[config.mk]
export PLATFORM = sky130hd
export DESIGN_NAME = pdu_inbuf_flat
export DESIGN_NICKNAME = d
export VERILOG_FILES = /design/src/rtl/pdu_inbuf_if.sv /design/src/rtl/pdu_inbuf.sv /design/src/flat_wrapper.sv
export SDC_FILE = /design/constraint.sdc
export NUM_CORES = 1
export LEC_CHECK = 0
export CORE_MARGIN = 2
export CORE_UTILIZATION = 55
export DETAILED_ROUTE_END_ITERATION = 16
export PLACE_DENSITY_LB_ADDON = 0.05
export SLEW_MARGIN = 20
export SYNTH_ARGS = -nofsm -noshare
export SYNTH_HDL_FRONTEND = slang
export SYNTH_SLANG_ARGS = --single-unit
[constraint.sdc]
create_clock -name clk -period 4.7 [get_ports clk]
set_input_delay 0.47 -clock clk [delete_from_list [all_inputs] [get_ports clk]]
set_output_delay 0.47 -clock clk [all_outputs]
set_load 0.02 [all_outputs]
[src/rtl/pdu_inbuf_if.sv]
// pdu_inbuf_if: upstream entry handshake plus the to_pdubuf read side.
// slave = the buffer itself; master = whoever drives the buffer (issue/pdu).
interface pdu_inbuf_if #(
    parameter int NUM_LQ    = 8,
    parameter int LQADDR_BW = 3,
    parameter int OPCODE_BW = 4,
    parameter int PTR_BW    = 2
);
    logic                 in_valid;
    logic [OPCODE_BW-1:0] in_opcode;
    logic [NUM_LQ-1:0]    in_lqlist;
    logic                 in_ready;
    logic                 in_drop;
    logic                 take_in;
    logic                 to_pdubuf_empty;
    logic [OPCODE_BW-1:0] out_opcode;
    logic [NUM_LQ-1:0]    out_lqlist;
    logic [LQADDR_BW-1:0] out_first_lqidx;
    logic [PTR_BW:0]      count;

    modport slave (
        input  in_valid, in_opcode, in_lqlist, take_in,
        output in_ready, in_drop, to_pdubuf_empty,
        output out_opcode, out_lqlist, out_first_lqidx, count
    );

    modport master (
        output in_valid, in_opcode, in_lqlist, take_in,
        input  in_ready, in_drop, to_pdubuf_empty,
        input  out_opcode, out_lqlist, out_first_lqidx, count
    );
endinterface

[src/rtl/pdu_inbuf.sv]
// pdu_inbuf: circular FIFO of (opcode, lqlist) entries feeding pdu_ctrl.
// Ports: clk, rst_n (async, active-low), bus (pdu_inbuf_if.slave).
module pdu_inbuf #(
    parameter int NUM_LQ    = 8,
    parameter int LQADDR_BW = 3,
    parameter int OPCODE_BW = 4,
    parameter int DEPTH     = 4,
    parameter int PTR_BW    = 2
) (
    input  logic         clk,
    input  logic         rst_n,
    pdu_inbuf_if.slave   bus
);
    localparam logic [PTR_BW:0] FULL_CNT = (PTR_BW + 1)'(DEPTH);

    logic [OPCODE_BW-1:0] opc_mem [DEPTH];
    logic [NUM_LQ-1:0]    lq_mem  [DEPTH];
    logic [PTR_BW-1:0]    wr_ptr;
    logic [PTR_BW-1:0]    rd_ptr;
    logic [PTR_BW:0]      count;
    logic                 drop_q;

    logic                 empty;
    logic                 accept;
    logic                 push;
    logic                 drop;
    logic                 pop;
    logic [OPCODE_BW-1:0] head_opc;
    logic [NUM_LQ-1:0]    head_lq;
    logic [LQADDR_BW-1:0] first_idx;

    assign empty  = (count == '0);
    assign accept = bus.in_valid & (count != FULL_CNT);
    assign push   = accept & (|bus.in_lqlist);
    // A zero lqlist would read as "last LQ" downstream, so it is swallowed.
    assign drop   = accept & ~(|bus.in_lqlist);
    assign pop    = bus.take_in & ~empty;

    always_ff @(posedge clk or negedge rst_n) begin
        if (!rst_n) begin
            wr_ptr <= '0;
            rd_ptr <= '0;
            count  <= '0;
            drop_q <= 1'b0;
            for (int i = 0; i < DEPTH; i++) begin
                opc_mem[i] <= '0;
                lq_mem[i]  <= '0;
            end
        end else begin
            drop_q <= drop;
            if (push) begin
                opc_mem[wr_ptr] <= bus.in_opcode;
                lq_mem[wr_ptr]  <= bus.in_lqlist;
                wr_ptr          <= wr_ptr + 1'b1;
            end
            if (pop) begin
                rd_ptr <= rd_ptr + 1'b1;
            end
            case ({push, pop})
                2'b10:   count <= count + 1'b1;
                2'b01:   count <= count - 1'b1;
                default: count <= count;
            endcase
        end
    end

    // Head is masked while empty so stale storage never leaks out.
    assign head_opc = empty ? '0 : opc_mem[rd_ptr];
    assign head_lq  = empty ? '0 : lq_mem[rd_ptr];

    // Lowest set bit wins: scan downward so the last hit is the lowest.
    always_comb begin
        first_idx = '0;
        for (int i = NUM_LQ - 1; i >= 0; i--) begin
            if (head_lq[i]) begin
                first_idx = LQADDR_BW'(i);
            end
        end
    end

    assign bus.in_ready        = (count != FULL_CNT);
    assign bus.in_drop         = drop_q;
    assign bus.to_pdubuf_empty = empty;
    assign bus.out_opcode      = head_opc;
    assign bus.out_lqlist      = head_lq;
    assign bus.out_first_lqidx = first_idx;
    assign bus.count           = count;
endmodule

[src/flat_wrapper.sv]
// flat-port wrapper written by rule: the top's interface ports become plain ports
module pdu_inbuf_flat 
#(
    parameter int NUM_LQ    = 8,
    parameter int LQADDR_BW = 3,
    parameter int OPCODE_BW = 4,
    parameter int DEPTH     = 4,
    parameter int PTR_BW    = 2
)
  (clk, rst_n, bus_in_valid, bus_in_opcode, bus_in_lqlist, bus_take_in, bus_in_ready, bus_in_drop, bus_to_pdubuf_empty, bus_out_opcode, bus_out_lqlist, bus_out_first_lqidx, bus_count);
  pdu_inbuf_if #(.NUM_LQ(NUM_LQ), .LQADDR_BW(LQADDR_BW), .OPCODE_BW(OPCODE_BW), .PTR_BW(PTR_BW)) bus_i ();
  input  logic clk;
  input  logic rst_n;
  input wire logic [$bits(bus_i.in_valid)-1:0] bus_in_valid;
  input wire logic [$bits(bus_i.in_opcode)-1:0] bus_in_opcode;
  input wire logic [$bits(bus_i.in_lqlist)-1:0] bus_in_lqlist;
  input wire logic [$bits(bus_i.take_in)-1:0] bus_take_in;
  output wire logic [$bits(bus_i.in_ready)-1:0] bus_in_ready;
  output wire logic [$bits(bus_i.in_drop)-1:0] bus_in_drop;
  output wire logic [$bits(bus_i.to_pdubuf_empty)-1:0] bus_to_pdubuf_empty;
  output wire logic [$bits(bus_i.out_opcode)-1:0] bus_out_opcode;
  output wire logic [$bits(bus_i.out_lqlist)-1:0] bus_out_lqlist;
  output wire logic [$bits(bus_i.out_first_lqidx)-1:0] bus_out_first_lqidx;
  output wire logic [$bits(bus_i.count)-1:0] bus_count;
  assign bus_i.in_valid = bus_in_valid;
  assign bus_i.in_opcode = bus_in_opcode;
  assign bus_i.in_lqlist = bus_in_lqlist;
  assign bus_i.take_in = bus_take_in;
  assign bus_in_ready = bus_i.in_ready;
  assign bus_in_drop = bus_i.in_drop;
  assign bus_to_pdubuf_empty = bus_i.to_pdubuf_empty;
  assign bus_out_opcode = bus_i.out_opcode;
  assign bus_out_lqlist = bus_i.out_lqlist;
  assign bus_out_first_lqidx = bus_i.out_first_lqidx;
  assign bus_count = bus_i.count;
  pdu_inbuf #(.NUM_LQ(NUM_LQ), .LQADDR_BW(LQADDR_BW), .OPCODE_BW(OPCODE_BW), .DEPTH(DEPTH), .PTR_BW(PTR_BW)) u_core (.clk(clk), .rst_n(rst_n), .bus(bus_i));
endmodule
After elaboration in Yosys (flattened, before gate mapping)
Cells that the tools add are included.
{"block": "word_totals", "elab_cells": 57, "regBits": 56}
{"block": "op_classes", "mux": 23, "bitwise": 8, "n_eq_ne": 3, "n_lt_le_gt_ge": 3, "addsub": 4, "reduce_logical": 4}
{"cell": "32-bit bitwise mux", "n": 1}
{"cell": "8-bit 2-to-1 mux", "n": 4}
{"cell": "3-bit 2-to-1 mux", "n": 8}
{"cell": "8-bit binary-select mux with 2-bit select", "n": 1}
{"cell": "16-bit bitwise mux", "n": 1}
{"cell": "8-bit demux with 2-bit select", "n": 1}
{"cell": "4-bit 2-to-1 mux", "n": 4}
{"cell": "4-bit binary-select mux with 2-bit select", "n": 1}
{"cell": "4-bit demux with 2-bit select", "n": 1}
{"cell": "8-bit OR reduction", "n": 1}
{"cell": "3-bit >= comparator (second input constant)", "n": 2}
{"cell": "2-bit inverter with 3-bit output", "n": 2}
{"cell": "3-bit case mux with 2 select lines", "n": 1}
{"cell": "2-bit by 1-bit adder with 2-bit output (second input constant)", "n": 2}
{"cell": "1-bit AND", "n": 4}
{"cell": "3-bit by 1-bit adder with 3-bit output (second input constant)", "n": 1}
{"cell": "3-bit logical NOT", "n": 1}
{"cell": "3-bit by 1-bit less-than comparator with 1-bit output (second input constant)", "n": 1}
{"cell": "3-bit != test (second input constant)", "n": 1}
{"cell": "3-bit by 1-bit subtractor with 3-bit output (second input constant)", "n": 1}
{"cell": "2-bit by 1-bit == test with 1-bit output (second input constant)", "n": 1}
{"cell": "2-bit == test (second input constant)", "n": 1}
{"cell": "1-bit inverter", "n": 2}
{"cell": "2-bit nonzero test", "n": 1}
{"cell": "1-bit logical AND", "n": 1}

Longest topological paths before layout
Gate-level depths: netlist (run 1).
{"block": "logic_depth", "depth_word": 13, "mapped_depth": 9, "ltp_nobuf": 9}

Worst setup path before layout (run 1)
Ideal clock, no wire load.
{"block": "synth_path", "path_type": "register to output", "startpoint": "register u_core.rd_ptr[0]", "endpoint": "output bus_out_first_lqidx[2]", "t_required_ps": 4230, "path_stages_with_launch": 7, "t_arrival_ps": 1907, "n_path_buf": 2, "setup_slack_ps": 2323, "cell_sequence": "dfrtp_1 -> buf_4 -> buf_6 -> mux4_1 -> nor2_1 -> nor2_1 -> a211oi_1"}
{"block": "synth_via", "elab_chain_len": 13}
{"element": "start, declared", "line_no": "pdu_inbuf.sv:19", "text": "logic [PTR_BW-1:0] rd_ptr;"}
{"element": "start signal, assigned", "line_no": "pdu_inbuf.sv:57", "text": "rd_ptr <= rd_ptr + 1'b1;"}
{"element": "2-bit inverter with 3-bit output (not written as such) *", "line_no": "pdu_inbuf.sv:69", "text": "assign head_lq = empty ? '0 : lq_mem[rd_ptr];"}
{"element": "8-bit binary-select mux with 2-bit select *", "line_no": "pdu_inbuf.sv:69"}
{"element": "8-bit 2-to-1 mux (not written as such) * (2 in a row)", "line_no": "pdu_inbuf.sv:69"}
{"element": "8-bit 2-to-1 mux *", "line_no": "pdu_inbuf.sv:69"}
{"element": "3-bit 2-to-1 mux (7 in a row)", "line_no": "pdu_inbuf.sv:75", "text": "if (head_lq[i]) begin"}
{"element": "3-bit 2-to-1 mux *", "line_no": "pdu_inbuf.sv:75"}
{"element": "end, declared", "line_no": "flat_wrapper.sv:23", "text": "output wire logic [$bits(bus_i.out_first_lqidx)-1:0] bus_out_first_lqidx;"}
Mark *: on every way between the ends. The rest lies on a longest branch, timed or not. The select of a mux whose other input is x is not followed.

Final worst setup path (run 1)
{"block": "layout_path", "startpoint": "register u_core.rd_ptr[0]", "endpoint": "output bus_out_first_lqidx[1]"}
Same word-level chain as after synthesis.

==> key figures, run 1 <==
Hold path
  • Worst hold path class: primary input to async pin

Synth
  • Post-synthesis mux area share: 31.03%
  • Post-synthesis simple-gate area fraction: 6.875%
  • XOR/XNOR share of the synthesized area: 1.900%
  • Yosys cell types: 29
  • Compound-Gate Fraction of Synth Area: 2.578%
  • Cells after Synth: 191
  • Synthesized area per cell: 14.48 µm²
  • Register bit total from synthesis: 56
  • Syn nets: 213
  • Post-Synth Adder-Cell Area: 2.985%
  • Sequential share of the synthesized area: 50.66%
  • Cell area after synthesis: 2766 µm²
  • Largest family of logic cells by synthesized area: multiplexers
  • Syn. warnings: 0

Routing
  • 1st-pass router iterations: 4
  • DRT iter0 DRCs: 65
  • Wirelength per Cell: 17.72 µm
  • Post-DRT Antenna Nets: 0
  • Routed wire length: 5.211 mm
  • DR vias: 1649
  • DRC: 0
  • Via density: 5.609

Die
  • Initial Utilization: 57.80%
  • Die area: 5613 µm²
  • Die H: 74.92 µm
  • # rows: 25
  • # IOs: 37
  • Die W: 74.92 µm
  • Core Box Area: 4786 µm²

Power
  • Total power: 2.682 mW
  • Cell Pwr Density: 823.1 nW/µm²
  • Max VDD drop: 0.0003965 V
  • Pleak: 1.412 nW

Timing
  • Period utilization: 73.26%
  • Max frequency: 290.4 MHz
  • RSZ-0062 raised after global routing: false
  • Rel. slew slack: 38.17%
  • Worst-margin pin slew: 0.9189 ns
  • Final TNS setup: 0 ns
  • Clock skew: 0.008063 ns
  • Period minus WS final: 3.443 ns
  • Fin. max-slew vios: 0
  • Final hold vios: 0
  • Hold slack: 0.2744 ns
  • Finish-stage setup viols: 0

Clock network
  • Max Root-Sink Buffers: 2
  • Clock root buffer: clkbuf_8
  • Worst skew pair latency: 0.30 ns
  • Post-cts hold buffer count: 0
  • Clock slew at reported path FFs: 0.10 ns
  • CTS buffer count: 5
  • Resize count post-CTS: 0
  • CTS sink count: 56
  • H-tree levels: 2
  • Postcts setup bufs: 0
  • CTS tree: built

Finish
  • Layout net count: 248
  • FF+latch area: 1401 µm²
  • # fillers: 337
  • Area of the multi-input gates: 1255 µm²
  • Non-filler instance count after layout: 294
  • Final core occ: 68.08%
  • # diodes: 0
  • Share of layout cells above drive strength 1: 27.75%
  • Area grow syn2layout: 17.77%

GRT
  • Largest net degree at the start of global routing: 57
  • Initial antenna violation count: 0
  • GRT Util Overall: 20.93%
  • Vias in the first global route: 1717
  • First-pass GRT wire length: 8.576 mm
  • Remaining Overflow, GRT: 0

Job
  • Max Cap Viol: 0

Setup path
  • Critical Path AT: 2.97 ns
  • Critical Setup Path Class: register to output port
  • Peak fanout along the critical path: 14
  • CP startpoint kind: register
  • CP required: 4.23 ns
  • Critical Path Sink Type: output port

Placed design
  • Placed insts: 286
  • PortBufs: 36
  • HPWL after DPL: 3.538 mm
  • RePlAce Congestion: 0.7752

Run status
  • Status: complete, no violations
[state kept, by name, summed over array words and instances, names as in the netlist]
signal              cells
u_core.wr_ptr           2
u_core.opc_mem         16
u_core.lq_mem          32
u_core.rd_ptr           2
u_core.bus.count        3
u_core.bus.in_drop      1
[layer usage]
layer  part of all wire, %  vias up  GRT usage [%]  routed length, µm
li1                      -      755              -                  -
met1                    43      853          27.82               2266
met2                    51       35          34.80               2679
met3                   3.6        6          4.016                190
met4                   1.4        0          7.143                 74
met5                     0        -              0                  0
[critical path, cell delays in order, from the launching register on]
cell             delay, ns
dfrtp_1               0.82
mux4_1                0.70
o21ai_0               0.23
nor2b_1               0.16
o22a_1                0.14
clkdlybuf4s50_1       0.61
[cells in the mapped netlist, drive strengths merged]
cell,instances,area (µm²)
xnor2,3,26.28
nor4,2,12.51
xor2,3,26.28
fa,1,20.02
dfrtp,56,1401
a21oi,1,5.000
ha,5,62.56
o21ai,3,15.01
a211oi,1,7.510
a221oi,1,26.28
mux2,48,540.5
and2,12,75.07
nand2b,1,6.260
o311ai,1,8.760
or3,1,6.260
clkbuf,2,7.510
mux4,12,307.8
buf,7,68.81
nand2,10,47.54
nor2b,2,12.51
inv,9,33.78
o22a,1,8.760
nor2,8,30.03
mux2i,1,10.01
[where the power goes]
| group | switching, mW | leakage [nW] | internal, mW | total (mW) |
|---|---|---|---|---|
| Clock | 0.148 | 0.0614 | 0.174 | 0.323 |
| Combinational | 0.651 | 0.685 | 0.805 | 1.46 |
| Sequential | 0.177 | 0.666 | 0.726 | 0.903 |
| Total | 0.976 | 1.41 | 1.71 | 2.68 |
[cell usage in the layout, fill, tap and decap left out, drive strengths merged, types with 3 or more instances in the layout]
cell	synthesis	final
dfrtp	56	56
mux2	48	48
clkdlybuf4s50	0	35
and2	12	12
mux4	12	12
nand2	10	10
inv	9	9
nor2	8	8
clkbuf	2	6
ha	5	5
o21ai	3	3
xor2	3	3
xnor2	3	3
[worst paths after layout]
path	start	end	slack (ns)	cells past startpoint
setup / recovery	u_core.rd_ptr[0]$_DFFE_PN0P_	bus_out_first_lqidx[1]	1.26	5
hold / removal	rst_n	u_core.bus.count[1]$_DFFE_PN0P_	0.27	2
setup reg to reg	u_core.bus.count[2]$_DFFE_PN0P_	u_core.bus.count[2]$_DFFE_PN0P_	2.39	8
hold reg to reg	u_core.lq_mem[5]$_DFFE_PN0P_	u_core.lq_mem[5]$_DFFE_PN0P_	0.51	1
max in group asynchronous	rst_n	u_core.opc_mem[5]$_DFFE_PN0P_	3.95	2
min in group clk	u_core.lq_mem[5]$_DFFE_PN0P_	u_core.lq_mem[5]$_DFFE_PN0P_	0.51	1
[cell type report]
type | count | share of cell area (%)
clock buffers | 6 | 2.535
clock inverters | 2 | 1.190
inverters | 9 | 1.037
well taps | 67 | 2.573
multi-input cells | 117 | 38.52
repair buffers | 37 | 11.14
flip-flops and latches | 56 | 43.01
[per-stage QoR]
step                      setup WS [ns]  cell area (µm²)
final                             1.257             3258
after global routing              1.070             3258
after CTS                         1.245             3258
after detailed placement          1.478             3137
after global placement            1.560             3137
after floorplan                   2.323             2766
[cells by family after synthesis]
logic type                 after synthesis
muxes                                   61
AOI/OAI and AO/OA                        8
xor gates and xnor gates                 6
adders and majority gates                6
DFF                                     56
and+or+nand+nor                         36
buffers and inverters                   18
Note: power is estimated with default switching activity, not from simulation.
==> run 2, diff against run 1 <==
- clock period: 4.7 -> 3.3 ns (I/O delays scaled with it)
==> run 2 against run 1 <==
Routed wire length grew 4.3%. Combinational power rose by 44%. Non-clock buffer count up 2. Clock skew about the same. Cell count increased by 0.68%. Total power increased by 41%. Count of clock-buffer cells in the layout unchanged. Hold slack got worse by 0.13 ns. Die area stayed put. Utilization fell by 0.16 points. Flip-flop and latch count unchanged. Critical path type unchanged. Largest power group unchanged.
==> key figures, run 2 (same netlist as run 1, synthesis figures left out) <==
Run status
  • Status: complete, no violations (unchanged)

Timing
  • Worst-margin pin slew: 0.9232 ns (was 0.9189 ns)
  • Period minus WS final: 2.982 ns
  • Finish-stage setup viols: 0 (unchanged)
  • Final TNS setup: 0 ns (unchanged)
  • Period utilization: 90.37%
  • Fin. max-slew vios: 0 (unchanged)
  • RSZ-0062 raised after global routing: false (unchanged)
  • Max frequency: 335.3 MHz
  • Clock skew: 0.007600 ns (was 0.008063 ns)
  • Rel. slew slack: 38.45% (was 38.17%)
  • Final hold vios: 0 (unchanged)

GRT
  • Vias in the first global route: 1761 (was 1717)
  • Largest net degree at the start of global routing: 44 (was 57)
  • GRT Util Overall: 22.26% (was 20.93%)
  • First-pass GRT wire length: 8.921 mm (was 8.576 mm)
  • Initial antenna violation count: 0 (unchanged)
  • Remaining Overflow, GRT: 0 (unchanged)

Finish
  • Area grow syn2layout: 17.50% (was 17.77%)
  • Share of layout cells above drive strength 1: 28.82% (was 27.75%)
  • Most flops, register: u_core.lq_mem (unchanged)
  • Most frequent cells in the layout: dfrtp_1, mux2_2, clkdlybuf4s50_1 (unchanged)
  • # diodes: 0 (unchanged)
  • Max reg flops: 32 (unchanged)
  • Final instance area: 3251 µm² (was 3258 µm²)
  • Layout net count: 250 (was 248)
  • Largest regs: u_core.lq_mem: 32 flops, u_core.opc_mem: 16 flops, u_core.bus.count: 3 flops (unchanged)
  • Commonest non-fill, non-tap cell in the layout: dfrtp_1 (unchanged)
  • Non-filler instance count after layout: 296 (was 294)

Clock network
  • Worst skew pair latency: 0.30 ns (about the same)
  • Max Root-Sink Buffers: 2 (unchanged)
  • CTS tree: built (unchanged)
  • Postcts setup bufs: 0 (unchanged)
  • Clock slew at reported path FFs: 0.10 ns (about the same)
  • CTS buffer count: 5 (unchanged)
  • Clock root buffer: clkbuf_8 (unchanged)
  • H-tree levels: 2 (unchanged)
  • Post-cts hold buffer count: 0 (unchanged)
  • CTS sink count: 56 (unchanged)

Die
  • # rows: 25 (unchanged)
  • Die W: 74.92 µm (unchanged)
  • Initial Utilization: 57.80% (unchanged)
  • Die area: 5613 µm² (unchanged)
  • Core Box Area: 4786 µm² (unchanged)
  • # IOs: 37 (unchanged)
  • Die H: 74.92 µm (unchanged)

Job
  • Max Cap Viol: 0 (unchanged)

Placed design
  • PortBufs: 36 (unchanged)
  • Placed insts: 288 (was 286)
  • RePlAce Congestion: 0.7300 (was 0.7752)
  • Placed cell areas: 3152 µm² (was 3137 µm²)
  • HPWL after DPL: 3.897 mm (was 3.538 mm)

Setup path
  • Critical Path Sink Type: output port (unchanged)
  • Critical Path AT: 2.65 ns (was 2.97 ns)
  • R2R Setup Slk: 0.90 ns (was 2.39 ns)
  • Critical Setup Path Class: register to output port (unchanged)
  • CP startpoint kind: register (unchanged)
  • Launching point of the worst reg2reg path: u_core.bus.count[2]$_DFFE_PN0P_ (unchanged)
  • FF-to-FF End: u_core.bus.count[2]$_DFFE_PN0P_ (unchanged)
  • Peak fanout along the critical path: 10 (was 14)
  • CP required: 2.97 ns (was 4.23 ns)
  • Register-to-Register Path Depth: 8 (unchanged)

Routing
  • 1st-pass router iterations: 4 (unchanged)
  • Routed wire length: 5.435 mm (was 5.211 mm)
  • Via density: 5.655 (was 5.609)
  • Wirelength per Cell: 18.36 µm (was 17.72 µm)
  • Post-DRT Antenna Nets: 0 (unchanged)
  • DRC: 0 (unchanged)
  • DR vias: 1674 (was 1649)
  • DRT iter0 DRCs: 54 (was 65)

Power
  • Max VDD drop: 0.0007184 V (was 0.0003965 V)
  • Cell Pwr Density: 1161 nW/µm² (was 823.1 nW/µm²)
  • Pleak: 1.403 nW (was 1.412 nW)

Hold path
  • Worst hold path class: primary input to async pin (unchanged)
## run 2: cell types whose count changed in the layout (fill, tap and decap cells not counted), sizes merged
| cell | previous run | this run |
|---|---|---|
| buf | 2 | 4 |
| clkinvlp | 0 | 2 |
| bufinv | 1 | 0 |
| clkinv | 1 | 0 |
## run 2: report_power, final
group	internal [mW]	switching (mW)
Combinational	1.16	0.949
Sequential	1.04	0.245
Clock	0.170	0.216
## run 2: layout make-up
cell class                 count  area (µm²)
fill                         341        1535
sequential                    56        1403
multi-input combinational    117        1255
timing repair buffer          39       377.9
tap                           67       83.83
clock buffer                   6       82.58
inverter                       9       33.78
clock inverter                 2       15.01
## run 2: critical path: stages (launching register included)
cell and delay (ns):
dfrtp_2 0.55, mux4_1 0.67, o21ai_0 0.22, nor2b_1 0.16, o22a_1 0.15, clkdlybuf4s50_1 0.60
## run 2: metrics by stage
stage | hold WS [ns] | utilization (%) | worst slack [ns] | total power, mW
2_1_floorplan | 0.03441 | - | 1.063 | 2.659
3_3_place_gp | 0.4667 | 65.86 | 0.4664 | 3.305
3_5_place_dp | 0.4775 | 65.86 | 0.3410 | 3.406
4_1_cts | 0.1813 | 67.90 | 0.1604 | 3.799
5_1_grt | 0.2325 | 67.92 | 0.1533 | 4.035
6_report | 0.1481 | 67.92 | 0.3177 | 3.773
## run 2: how the worst max path moves through the flow
stage,startpoint,cells past startpoint,slack (ns),endpoint
2_1_floorplan,u_core.rd_ptr[0]$_DFFE_PN0P_,6,1.06,bus_out_first_lqidx[2]
3_3_place_gp,bus_in_lqlist[5],10,0.47,u_core.bus.count[2]$_DFFE_PN0P_
5_1_grt,u_core.rd_ptr[0]$_DFFE_PN0P_,5,0.15,bus_out_first_lqidx[1]
3_5_place_dp,bus_in_lqlist[5],10,0.34,u_core.bus.count[2]$_DFFE_PN0P_
6_report,u_core.rd_ptr[0]$_DFFE_PN0P_,5,0.32,bus_out_first_lqidx[1]
4_1_cts,u_core.rd_ptr[0]$_DFFE_PN0P_,5,0.16,bus_out_first_lqidx[1]
## run 2: timing repair
item / in CTS / in global routing
gates resized for setup: 0 / 1
endpoints found under the hold margin: 0 / 0
setup endpoints to repair: 0 / 1
## run 2: per-layer routing
metal  global-route usage (%)  share of wire [%]  up-vias
met2                    35.77                 51       48
met3                    4.685                4.3       14
met1                    29.93                 43      855
met4                    8.929                2.2        0
li1                         -                  -      757
met5                        0                  0        -
==> run 3, diff against run 2 <==
- SKIP_CTS_REPAIR_TIMING: not set -> 1
==> results of run 3 <==
The final DEF is identical to that of run 2; final timing and power are the same.
